<file path="src/rtl/jam_pkg.sv">
// Shared sizes and state encoding for the JAM sequencer and its cost store.
package jam_pkg;

    localparam int N_JOB   = 8;
    localparam int COST_W  = 7;
    localparam int MIN_W   = 10;
    localparam int MC_W    = 4;
    localparam int N_ENTRY = N_JOB * N_JOB;
    localparam int ADDR_W  = $clog2(N_ENTRY);

    typedef enum logic [1:0] {
        LOAD,
        KICK,
        RUN,
        DONE
    } state_t;

endpackage

</file>
<file path="src/rtl/jam_cost_regfile.sv">
// 64-entry cost matrix: one synchronous write port, one combinational read port.
module jam_cost_regfile
    import jam_pkg::*;
(
    input  logic              CLK,
    input  logic              we,
    input  logic [ADDR_W-1:0] waddr,
    input  logic [COST_W-1:0] wdata,
    input  logic [ADDR_W-1:0] raddr,
    output logic [COST_W-1:0] rdata
);

    // Contents are deliberately not reset; a fresh load always precedes use.
    logic [COST_W-1:0] mem [N_ENTRY];

    always_ff @(posedge CLK) begin
        if (we) begin
            mem[waddr] <= wdata;
        end
    end

    assign rdata = mem[raddr];

endmodule

</file>
<file path="src/rtl/jam_sched.sv">
// Sequencer around the JAM search engine: loads the cost matrix, runs the engine
// under a watchdog, and hands the captured result back over a valid/ready port.
module jam_sched
    import jam_pkg::*;
#(
    parameter int TIMEOUT = 600000
) (
    input  logic              CLK,
    input  logic              RST,
    input  logic              in_valid,
    output logic              in_ready,
    input  logic [COST_W-1:0] in_cost,
    output logic              jam_rst,
    input  logic [2:0]        jam_w,
    input  logic [2:0]        jam_j,
    output logic [COST_W-1:0] jam_cost,
    input  logic              jam_valid,
    input  logic [MIN_W-1:0]  jam_mincost,
    input  logic [MC_W-1:0]   jam_matchcount,
    output logic              res_valid,
    input  logic              res_ready,
    output logic [MIN_W-1:0]  res_mincost,
    output logic [MC_W-1:0]   res_matchcount,
    output logic              res_err,
    output logic              busy
);

    localparam int              WD_W    = $clog2(TIMEOUT);
    localparam logic [WD_W-1:0] WD_LAST = WD_W'(TIMEOUT - 1);

    state_t            state;
    logic [ADDR_W-1:0] cnt;
    logic [WD_W-1:0]   wd;
    logic              wr_en;

    // in_ready is high exactly in LOAD, so this is the accepted-entry strobe.
    assign wr_en = (state == LOAD) && in_valid;

    jam_cost_regfile u_regfile (
        .CLK   (CLK),
        .we    (wr_en),
        .waddr (cnt),
        .wdata (in_cost),
        .raddr ({jam_w, jam_j}),
        .rdata (jam_cost)
    );

    always_ff @(posedge CLK or posedge RST) begin
        if (RST) begin
            state          <= LOAD;
            cnt            <= '0;
            wd             <= '0;
            in_ready       <= 1'b1;
            jam_rst        <= 1'b1;
            busy           <= 1'b0;
            res_valid      <= 1'b0;
            res_mincost    <= '0;
            res_matchcount <= '0;
            res_err        <= 1'b0;
        end else begin
            case (state)
                LOAD: begin
                    if (in_valid) begin
                        cnt <= cnt + 1'b1;
                        if (cnt == ADDR_W'(N_ENTRY - 1)) begin
                            state    <= KICK;
                            in_ready <= 1'b0;
                            busy     <= 1'b1;
                        end
                    end
                end
                KICK: begin
                    state   <= RUN;
                    jam_rst <= 1'b0;
                end
                // A real result beats a watchdog expiry landing on the same cycle.
                RUN: begin
                    if (jam_valid) begin
                        state          <= DONE;
                        jam_rst        <= 1'b1;
                        res_valid      <= 1'b1;
                        res_mincost    <= jam_mincost;
                        res_matchcount <= jam_matchcount;
                        res_err        <= 1'b0;
                    end else if (wd == WD_LAST) begin
                        state          <= DONE;
                        jam_rst        <= 1'b1;
                        res_valid      <= 1'b1;
                        res_mincost    <= '1;
                        res_matchcount <= '0;
                        res_err        <= 1'b1;
                    end else begin
                        wd <= wd + 1'b1;
                    end
                end
                DONE: begin
                    if (res_ready) begin
                        state     <= LOAD;
                        wd        <= '0;
                        res_valid <= 1'b0;
                        in_ready  <= 1'b1;
                        busy      <= 1'b0;
                    end
                end
                default: state <= LOAD;
            endcase
        end
    end

endmodule

</file>
<file path="config.mk">
export PLATFORM = sky130hd
export DESIGN_NAME = jam_sched
export DESIGN_NICKNAME = d
export VERILOG_FILES = /design/src/rtl/jam_pkg.sv /design/src/rtl/jam_cost_regfile.sv /design/src/rtl/jam_sched.sv
export SDC_FILE = /design/constraint.sdc
export NUM_CORES = 1
export LEC_CHECK = 0
export BUFFER_PORTS_ARGS = -buffer_cell sky130_fd_sc_hd__buf_2
export CAP_MARGIN = 25
export CORE_ASPECT_RATIO = 1.1
export CORE_UTILIZATION = 62
export CTS_BUF_LIST = sky130_fd_sc_hd__clkbuf_4 sky130_fd_sc_hd__clkbuf_8
export DETAILED_ROUTE_END_ITERATION = 8
export GPL_TIMING_DRIVEN = 1
export PLACE_DENSITY_LB_ADDON = 0.12
export SYNTH_ARGS = -nofsm -noshare
export SYNTH_HDL_FRONTEND = slang
export SYNTH_SLANG_ARGS = --single-unit
</file>
<file path="constraint.sdc">
create_clock -name CLK -period 2.9 [get_ports CLK]
set_input_delay 0.29 -clock CLK [delete_from_list [all_inputs] [get_ports CLK]]
set_output_delay 0.29 -clock CLK [all_outputs]
set_load 0.005 [all_outputs]
</file>
==> run metrics <==
area after detailed placement 21190 µm²; Top FF cell, synth edfxtp_1; max cap viols 0; crit path launch type flip-flop; full die area 32870 µm²; total track usage 27.81%; clock root buffer clkbuf_8; share of post-route cells with drive strength above 1 25.76%; Setup WS post-layout 0.1634 ns; Max clock buf depth 3; WHS Endpoint cnt[2]; Syn Inst Count 1153; min-delay worst type input port to flip-flop; post-CTS repair timing setup buffer count 0; Num Clock Sinks 495; ranking of synthesized cells by area edfxtp_1, mux4_2, dfrtp_1; family with the most delay on the worst path simple AND/OR/NAND/NOR gates; multi-input logic area 4917 µm²; first-pass GRT wire length 67390 µm; Worst path max stage delay 0.69 ns; Post-route DRC 0; mapped cell area 19930 µm²; CP max stage cell nor2_1; RSZ-0062 raised after global routing true; r2r startpoint state[0]; Sequential cell area 14630 µm²; H-tree depth 3; antenna violations before repair 1; Worst Path Max Fanout 7; top-area cell type share of the netlist area 67.49%; port bufs 57; wire length per cell 24.45 µm; max-slew violation count 0; Hold Slack 0.06553 ns; Clock Skews 0.02543 ns; Core ar. 31480 µm²; Core Util, Final 72.80%; Iter 0 DRT Violations 1197; HPWL Detailed 28600 µm; die width 173.0 µm; Setup crit end kind flip-flop; status completed; power per cell area 686.3 nW/µm²; Seq cells post-synth 495; R2R Setup Slk 0.16 ns; vias in the first global route 11260; Rows 68; Remaining Overflow, GRT 0; register area share after synthesis 73.40%; NumNets Final 1368; Crit path buffers/inverters 1; Final period util 94.37%; Worst-Margin Slew 0.7153 ns; VDD IR max 595.9 µV; CTS tree yes; DRT Wirelength 44270 µm; drt first pass iters 5; Post-synth ARST share 9.495%; total nets after synthesis 1191; Die Span Y 190.1 µm; relative slew slack 52.14%; count leader, synth edfxtp_1; GP Congestion 0.8434; start point of the worst hold path in_valid; Max Fclk 365.4 MHz; Synth top cells by count edfxtp_1, mux2i_1, nor2_1; design area 22920 µm²; biggest area consumer among synthesized cells edfxtp_1; Post-synth EDFFs 448; IO Count 58; Fillers 1927; R2R Path End u_regfile.mem[8][3]; Tmin final 2.737 ns; total CTS buffers 75; crit-path cells inv_1 -> ha_1 -> nand2_1 -> nor2_1 -> nand2_1 -> nor2_1; CP Data Required Time 3.11 ns; initial core utilization 63.32%; WHS Path Cells 3; count of cell types in the netlist 66; vias per std cell 6.223; leak pwr 0.007991 µW; Fin. Hold Viols 0; Mapped Avg Cell Area 17.29 µm²; Reg2Reg Depth 6; Setup CP Type flip-flop to flip-flop; crit path DAT 2.95 ns; DR vias 11270; Ys Warns 0; Reg clk slew, reported paths 0.06 ns; Detail Route Antenna Nets 0; pre-CTS setup slack 0.1718 ns; P&R area growth vs syn 14.97%; largest net degree at the start of global routing 65; Clock Latency Late Sink 0.60 ns; final setup vio count 0
==> final cells by class <==
class                      instances  share of cell area, %
antenna                            1                0.01092
clock buffer                      98                  5.503
clock inverter                    39                 0.9172
inverter                          19                 0.3112
multi-input combinational        574                  21.46
sequential                       495                  63.84
tap                              420                  2.293
timing repair buffer             165                  5.667
==> through the flow <==
step	std cells	setup TNS, ns	power (µW)
after floorplan	1153	0	9540
after global placement	1651	0	10170
after detailed placement	1652	0	10230
after CTS	1805	0	15790
after global routing	1811	-1.165	16320
final	1811	0	15730
==> state kept, by name, indices dropped and copies added (netlist names) <==
signal          cells
res_valid           1
res_err             1
state               2
res_matchcount      4
busy                1
jam_rst             1
u_regfile.mem     448
res_mincost        10
in_ready            1
cnt                 6
wd                 20
==> worst max-delay path by stage <==
stage / cells after the start / slack, ns / startpoint / endpoint
after global placement: 6 / 0.24 / state[0] / u_regfile.mem[60][6]
after CTS: 6 / 0.13 / state[0] / u_regfile.mem[60][5]
final: 6 / 0.16 / state[0] / u_regfile.mem[8][3]
after floorplan: 6 / 0.83 / state[0] / u_regfile.mem[48][0]
after global routing: 6 / -0.09 / state[0] / u_regfile.mem[8][3]
after detailed placement: 6 / 0.17 / state[0] / u_regfile.mem[60][6]
==> per-layer routing <==
layer / track usage, % / wire, µm / vias to the layer above
met2: 44.12 / 21400 / 513
met5: 0 / 0 / -
met3: 6.855 / 3767 / 88
met1: 37.87 / 17800 / 5690
met4: 10.42 / 1309 / 0
li1: - / - / 4979
==> where the power goes <==
group / switching [µW] / internal (µW) / leakage [µW]
Clock: 2580 / 3010 / 0.000776
Sequential: 238 / 8070 / 0.00460
Combinational: 1110 / 729 / 0.00261
==> cell usage in the layout (no fill, tap or decap), drive strengths merged, types with 11 or more instances in the layout <==
| cell | count |
|---|---|
| edfxtp | 448 |
| buf | 147 |
| clkbuf | 98 |
| mux2i | 85 |
| nor2 | 77 |
| mux4 | 72 |
| nand2 | 47 |
| dfrtp | 45 |
| a21oi | 40 |
| nand3 | 38 |
| clkinv | 38 |
| a22oi | 32 |
| o22ai | 24 |
| a31oi | 18 |
| dlygate4sd3 | 18 |
| inv | 18 |
| o21ai | 17 |
| nand4 | 11 |
==> cells by family (layout without fill, tap and decap cells) <==
| family | Yosys count | count (layout) | synth area share (%) |
|---|---|---|---|
| other | 0 | 1 | 0 |
| multiplexers | 165 | 165 | 12.85 |
| AO/OA/AOI/OAI | 167 | 167 | 5.473 |
| XOR/XNOR | 5 | 5 | 0.2197 |
| buffers and inverters | 84 | 321 | 1.996 |
| adder cells (fa/ha/maj) | 6 | 6 | 0.3766 |
| flip-flops | 495 | 495 | 73.40 |
| AND/OR/NAND/NOR | 231 | 231 | 5.681 |
==> tightest hold or removal path: stages <==
cell and delay (ns):
buf_2 0.13, nand3_1 0.12, xnor2_1 0.07
==> what timing repair did <==
item,in CTS,in global routing
endpoints found under the setup margin,0,42
hold buffers,16,2
endpoints found under the hold margin,60,6
gates resized for setup,0,5
Power figures use the tool's default switching activity.
